**src/rtl/wb_periph_arbiter.sv**
```systemverilog
// wb_periph_arbiter: two-master Wishbone B4 arbiter in front of the UART/SPI
// peripheral slave port. Master 0 is the management SoC, master 1 a user-side
// engine. Whole bus cycles are granted (locked on cyc), ties are broken
// round-robin, and ack/data are routed back only to the granted master.
//
// Optional feature: define WB_ARB_TIMEOUT_EN to enable the strobe timeout,
// which terminates a stalled strobe with ack and 32'hDEAD_BEEF and pulses
// timeout_o. Without it, timeout_o is tied low.

module wb_periph_arbiter #(
    parameter int TO_CYCLES = 255,
    parameter int TO_W      = 8
) (
    input  logic        wb_clk_i,
    input  logic        wb_rst_i,
    input  logic [31:0] m0_adr_i,
    input  logic [31:0] m0_dat_i,
    output logic [31:0] m0_dat_o,
    input  logic [3:0]  m0_sel_i,
    input  logic        m0_cyc_i,
    input  logic        m0_stb_i,
    input  logic        m0_we_i,
    output logic        m0_ack_o,
    input  logic [31:0] m1_adr_i,
    input  logic [31:0] m1_dat_i,
    output logic [31:0] m1_dat_o,
    input  logic [3:0]  m1_sel_i,
    input  logic        m1_cyc_i,
    input  logic        m1_stb_i,
    input  logic        m1_we_i,
    output logic        m1_ack_o,
    output logic [31:0] s_adr_o,
    output logic [31:0] s_dat_o,
    input  logic [31:0] s_dat_i,
    output logic [3:0]  s_sel_o,
    output logic        s_cyc_o,
    output logic        s_stb_o,
    output logic        s_we_o,
    input  logic        s_ack_i,
    output logic [1:0]  gnt_o,
    output logic        timeout_o
);

    localparam logic [31:0] TO_DATA = 32'hDEAD_BEEF;

    // Reject configurations where the counter cannot reach the terminal count.
    if (TO_CYCLES < 2 || (64'd1 << TO_W) <= 64'(TO_CYCLES)) begin : g_bad_cfg
        $error("wb_periph_arbiter: TO_CYCLES must be >= 2 and below 2**TO_W");
    end

    typedef enum logic [1:0] {
        IDLE = 2'd0,
        GNT0 = 2'd1,
        GNT1 = 2'd2
    } state_t;

    state_t     state;
    logic       last_gnt;
    logic [1:0] gnt_q;
    logic       to_fire;

`ifdef WB_ARB_TIMEOUT_EN
    localparam logic [TO_W-1:0] TO_LAST = TO_W'(TO_CYCLES - 1);

    logic [TO_W-1:0] to_cnt;
    logic            own_stb;

    assign own_stb = (state == GNT0) ? m0_stb_i :
                     (state == GNT1) ? m1_stb_i : 1'b0;

    // A stalled strobe is cut off on its terminal cycle unless the slave
    // acknowledges in that very cycle.
    assign to_fire = own_stb && !s_ack_i && (to_cnt == TO_LAST);

    // Count consecutive unacknowledged strobe cycles of the granted master.
    always_ff @(posedge wb_clk_i) begin
        if (wb_rst_i) begin
            to_cnt <= '0;
        end else if (state == IDLE || !own_stb || s_ack_i || to_fire) begin
            to_cnt <= '0;
        end else begin
            to_cnt <= to_cnt + 1'b1;
        end
    end
`else
    assign to_fire = 1'b0;
`endif

    assign timeout_o = to_fire;
    assign gnt_o     = gnt_q;

    // Arbitration FSM: grants are held for the whole cyc, with an IDLE cycle between grants.
    always_ff @(posedge wb_clk_i) begin
        if (wb_rst_i) begin
            state    <= IDLE;
            last_gnt <= 1'b1;
            gnt_q    <= 2'b00;
        end else begin
            case (state)
                IDLE: begin
                    if (m0_cyc_i && (!m1_cyc_i || last_gnt)) begin
                        state    <= GNT0;
                        last_gnt <= 1'b0;
                        gnt_q    <= 2'b01;
                    end else if (m1_cyc_i) begin
                        state    <= GNT1;
                        last_gnt <= 1'b1;
                        gnt_q    <= 2'b10;
                    end
                end
                GNT0: begin
                    if (!m0_cyc_i) begin
                        state <= IDLE;
                        gnt_q <= 2'b00;
                    end
                end
                GNT1: begin
                    if (!m1_cyc_i) begin
                        state <= IDLE;
                        gnt_q <= 2'b00;
                    end
                end
                default: begin
                    state <= IDLE;
                    gnt_q <= 2'b00;
                end
            endcase
        end
    end

    // Route the granted master to the slave and the slave response back to it only.
    always_comb begin
        s_adr_o  = '0;
        s_dat_o  = '0;
        s_sel_o  = '0;
        s_we_o   = 1'b0;
        s_cyc_o  = 1'b0;
        s_stb_o  = 1'b0;
        m0_ack_o = 1'b0;
        m0_dat_o = '0;
        m1_ack_o = 1'b0;
        m1_dat_o = '0;
        case (state)
            GNT0: begin
                s_adr_o  = m0_adr_i;
                s_dat_o  = m0_dat_i;
                s_sel_o  = m0_sel_i;
                s_we_o   = m0_we_i;
                s_cyc_o  = m0_cyc_i;
                s_stb_o  = m0_stb_i & ~to_fire;
                m0_ack_o = s_ack_i | to_fire;
                m0_dat_o = to_fire ? TO_DATA : s_dat_i;
            end
            GNT1: begin
                s_adr_o  = m1_adr_i;
                s_dat_o  = m1_dat_i;
                s_sel_o  = m1_sel_i;
                s_we_o   = m1_we_i;
                s_cyc_o  = m1_cyc_i;
                s_stb_o  = m1_stb_i & ~to_fire;
                m1_ack_o = s_ack_i | to_fire;
                m1_dat_o = to_fire ? TO_DATA : s_dat_i;
            end
            default: begin
            end
        endcase
    end

endmodule

```
**config.mk**
```make
export PLATFORM = sky130hd
export DESIGN_NAME = wb_periph_arbiter
export DESIGN_NICKNAME = d
export VERILOG_FILES = /design/src/rtl/wb_periph_arbiter.sv
export SDC_FILE = /design/constraint.sdc
export NUM_CORES = 1
export LEC_CHECK = 0
export CORE_AREA = 2 2 122 124
export CTS_BUF_LIST = sky130_fd_sc_hd__clkbuf_2
export DETAILED_ROUTE_END_ITERATION = 7
export DIE_AREA = 0 0 124 126
export GPL_TIMING_DRIVEN = 0
export PLACE_DENSITY_LB_ADDON = 0.3
export SETUP_SLACK_MARGIN = 0.3
export SLEW_MARGIN = 10
export SYNTH_ARGS = -nofsm -noshare
export SYNTH_HDL_FRONTEND = slang
export SYNTH_SLANG_ARGS = --single-unit
```
**constraint.sdc**
```tcl
create_clock -name wb_clk_i -period 2.5 [get_ports wb_clk_i]
set_input_delay 0.625 -clock wb_clk_i [delete_from_list [all_inputs] [get_ports wb_clk_i]]
set_output_delay 0.625 -clock wb_clk_i [all_outputs]
set_load 0.01 [all_outputs]
```
==> reports/results.ini <==
[critical_path]
timing_worst_setup_path_type = flop to output pin
critical_path_start_type = flop
timing.critical_path.required_ps = 1880
arrival_ps = 1700
worstPathMaxFanout = 8
crit_path_capture_type = output pin

[placement]
placement.cell_area_um2 = 5160
numPlacedInstances = 760
gp_congestion = 0.788
dp_hpwl_mm = 10.6
numPortBuffers = 315

[cts]
tritoncts = yes
clk_latency_ps = 200
clockRootBuffer = sky130_fd_sc_hd__clkbuf_2
cts_hold_buffers = 0
cts_inserted_buffers = 3
cts_max_level = 1
cts_num_sinks = 3
cts.reportedPaths.clkPinSlew_ps = 40
clockBufferDepth = 2

[timing]
finalWorstPathRequiredPeriod_ps = 2330
finalSetupViolCount = 0
fmax_ghz = 0.430
maxSlewViolCount = 0
grt_setup_unrepaired = true
post-route-period-util = 0.931
count_of_endpoints_failing_hold_in_the_final_timing_report = 0
fin_worst_skew_ps = 1.15

[die]
effective_utilization_at_floorplan = 0.124
fp.dieArea_um2 = 15600
rows = 44
die_outline_width_um = 124
die_h_um = 126
ioPinCount = 317
core_region_area_um2 = 14300

[final_layout]
instances_no_fill = 806
nNetsFinal = 803
areaGrowthSynthToFinish_pct = 240
final_cell_mix = 175 x sky130_fd_sc_hd__clkdlybuf4s50_1, 112 x sky130_fd_sc_hd__buf_2, 70 x sky130_fd_sc_hd__a22oi_2
final_common_cell = sky130_fd_sc_hd__clkdlybuf4s50_1
post_route_cells_drive_above_1_share = 0.497
stdcell_area_um2 = 6040
ant_diodes = 0

[power_and_ir_drop]
ir_drop_uv = 153
power.leakage_uw = 0.00254
power.density_cell_area_nw_per_um2 = 299

[global_routing]
gr-usage-all-layers = 0.156
overflow = 0
largest_net_degree_at_the_start_of_global_routing = 11
grt_pass1_wl_mm = 18.8
grt_antenna_before_repair = 0
grt_pass1_vias = 3433

[synth]
postSynthRegisterBits = 3
synthesis.area_um2 = 1780
synth.avg_cell_area_um2 = 6.82
synth.net_count = 441
synthesis.yosys.warnings = 0
ys_types = 22
syn-instance-count = 261
share_of_the_yosys_chip_area_belonging_to_registers = 0.0338

[status]
outcome = completed

[routing]
detail-route-antenna-nets = 0
route.detailed.vias_per_inst = 4.18
first_iter_violations = 66
1st_pass_router_iterations = 4
routedWlPerCell_um = 17.6
post-route-drc-count = 0
detail_route.wirelength_mm = 14.1
num_vias = 3372

[run]
drv.max_cap_violation_count = 0

[hold_path]
hold_path_class = flop to flop

[sequential cells by signal, indices dropped and copies added, names as in the netlist]
| register | flops |
|---|---|
| gnt_o | 2 |
| last_gnt | 1 |
[logic make-up after synthesis]
family,count (synthesis),synth area share
simple gates,140,0.492
compound gates,78,0.342
buf+inv,36,0.110
fa+ha+maj,3,0.0211
flops,3,0.0338
other cells,1,0.00211
[what timing repair did]
action,in CTS,in global routing
setup endpoints to repair,137,123
buffers inserted,17,9
gates cloned,7,9
pin swaps,14,15
gates resized for setup,668,86
[layout make-up]
class	count	area [µm²]
timing repair buffer	357	3270
fill	1498	8270
sequential	3	67.6
multi-input combinational	222	1950
buffer	32	483
tap	184	230
clock buffer	4	20.0
inverter	4	17.5
[metal layers]
metal,vias to the layer above,part of all wire,global-route usage
li1,1639,-,-
met1,1552,0.35,0.159
met2,175,0.55,0.325
met3,6,0.090,0.0267
met4,0,0.0086,0.0225
met5,-,0,0
[synth_stat cells]
| master | number | area share |
|---|---|---|
| sky130_fd_sc_hd__and2_1 | 66 | 0.23 |
| sky130_fd_sc_hd__inv_1 | 4 | 0.0084 |
| sky130_fd_sc_hd__buf_2 | 9 | 0.025 |
| sky130_fd_sc_hd__clkbuf_1 | 10 | 0.021 |
| sky130_fd_sc_hd__conb_1 | 1 | 0.0021 |
| sky130_fd_sc_hd__dfxtp_1 | 3 | 0.034 |
| sky130_fd_sc_hd__o32ai_1 | 1 | 0.0049 |
| sky130_fd_sc_hd__nand2b_1 | 1 | 0.0035 |
| sky130_fd_sc_hd__ha_1 | 3 | 0.021 |
| sky130_fd_sc_hd__buf_4 | 8 | 0.034 |
| sky130_fd_sc_hd__a21boi_1 | 1 | 0.0042 |
| sky130_fd_sc_hd__nand3b_1 | 1 | 0.0042 |
| sky130_fd_sc_hd__a21oi_1 | 2 | 0.0056 |
| sky130_fd_sc_hd__a22oi_1 | 70 | 0.30 |
| sky130_fd_sc_hd__a211o_1 | 1 | 0.0049 |
| sky130_fd_sc_hd__clkbuf_2 | 3 | 0.0084 |
| sky130_fd_sc_hd__nor2_1 | 1 | 0.0021 |
| sky130_fd_sc_hd__a22oi_4 | 1 | 0.012 |
| sky130_fd_sc_hd__a311o_1 | 1 | 0.0056 |
| sky130_fd_sc_hd__nor2b_1 | 71 | 0.25 |
| sky130_fd_sc_hd__buf_6 | 2 | 0.013 |
| sky130_fd_sc_hd__o32ai_2 | 1 | 0.0091 |
[path summary, 6_finish.rpt]
kind                               start     endpoint  slack (ps)  depth (start not counted)
worst max-delay path            gnt_o[0]  s_dat_o[26]         170                          9
worst min-delay path            gnt_o[1]     gnt_o[1]         550                          2
worst max register to register  gnt_o[0]     gnt_o[1]         710                          9
worst min register to register  gnt_o[1]     gnt_o[1]         550                          2
[power breakdown]
group | leakage (µW) | internal (µW) | switching [µW]
combinational | 0.00249 | 1030 | 647
clock | 0.0000166 | 42.2 | 24.1
sequential | 0.0000262 | 54.9 | 6.81
[metrics by stage]
stage               total power, µW  hold slack (ps)  worst slack (ps)  setup TNS, ps   util
floorplan                       559              533               543              0      -
detailed placement             1260              544              -359         -17800  0.361
global placement               1250              536              -366         -16040  0.361
finish                         1800              547               172              0  0.422
CTS                            1630              550               172              0  0.394
global route                   1920              582              97.7              0  0.422
[worst max-delay path, cell delays in order (launching register included)]
cell	delay, ps
sky130_fd_sc_hd__dfxtp_4	350
sky130_fd_sc_hd__buf_6	120
sky130_fd_sc_hd__ha_4	150
sky130_fd_sc_hd__buf_6	120
sky130_fd_sc_hd__buf_12	140
sky130_fd_sc_hd__buf_4	140
sky130_fd_sc_hd__clkbuf_16	150
sky130_fd_sc_hd__a22oi_2	140
sky130_fd_sc_hd__nor2b_2	60
sky130_fd_sc_hd__buf_2	140
Power figures use the tool's default switching activity.
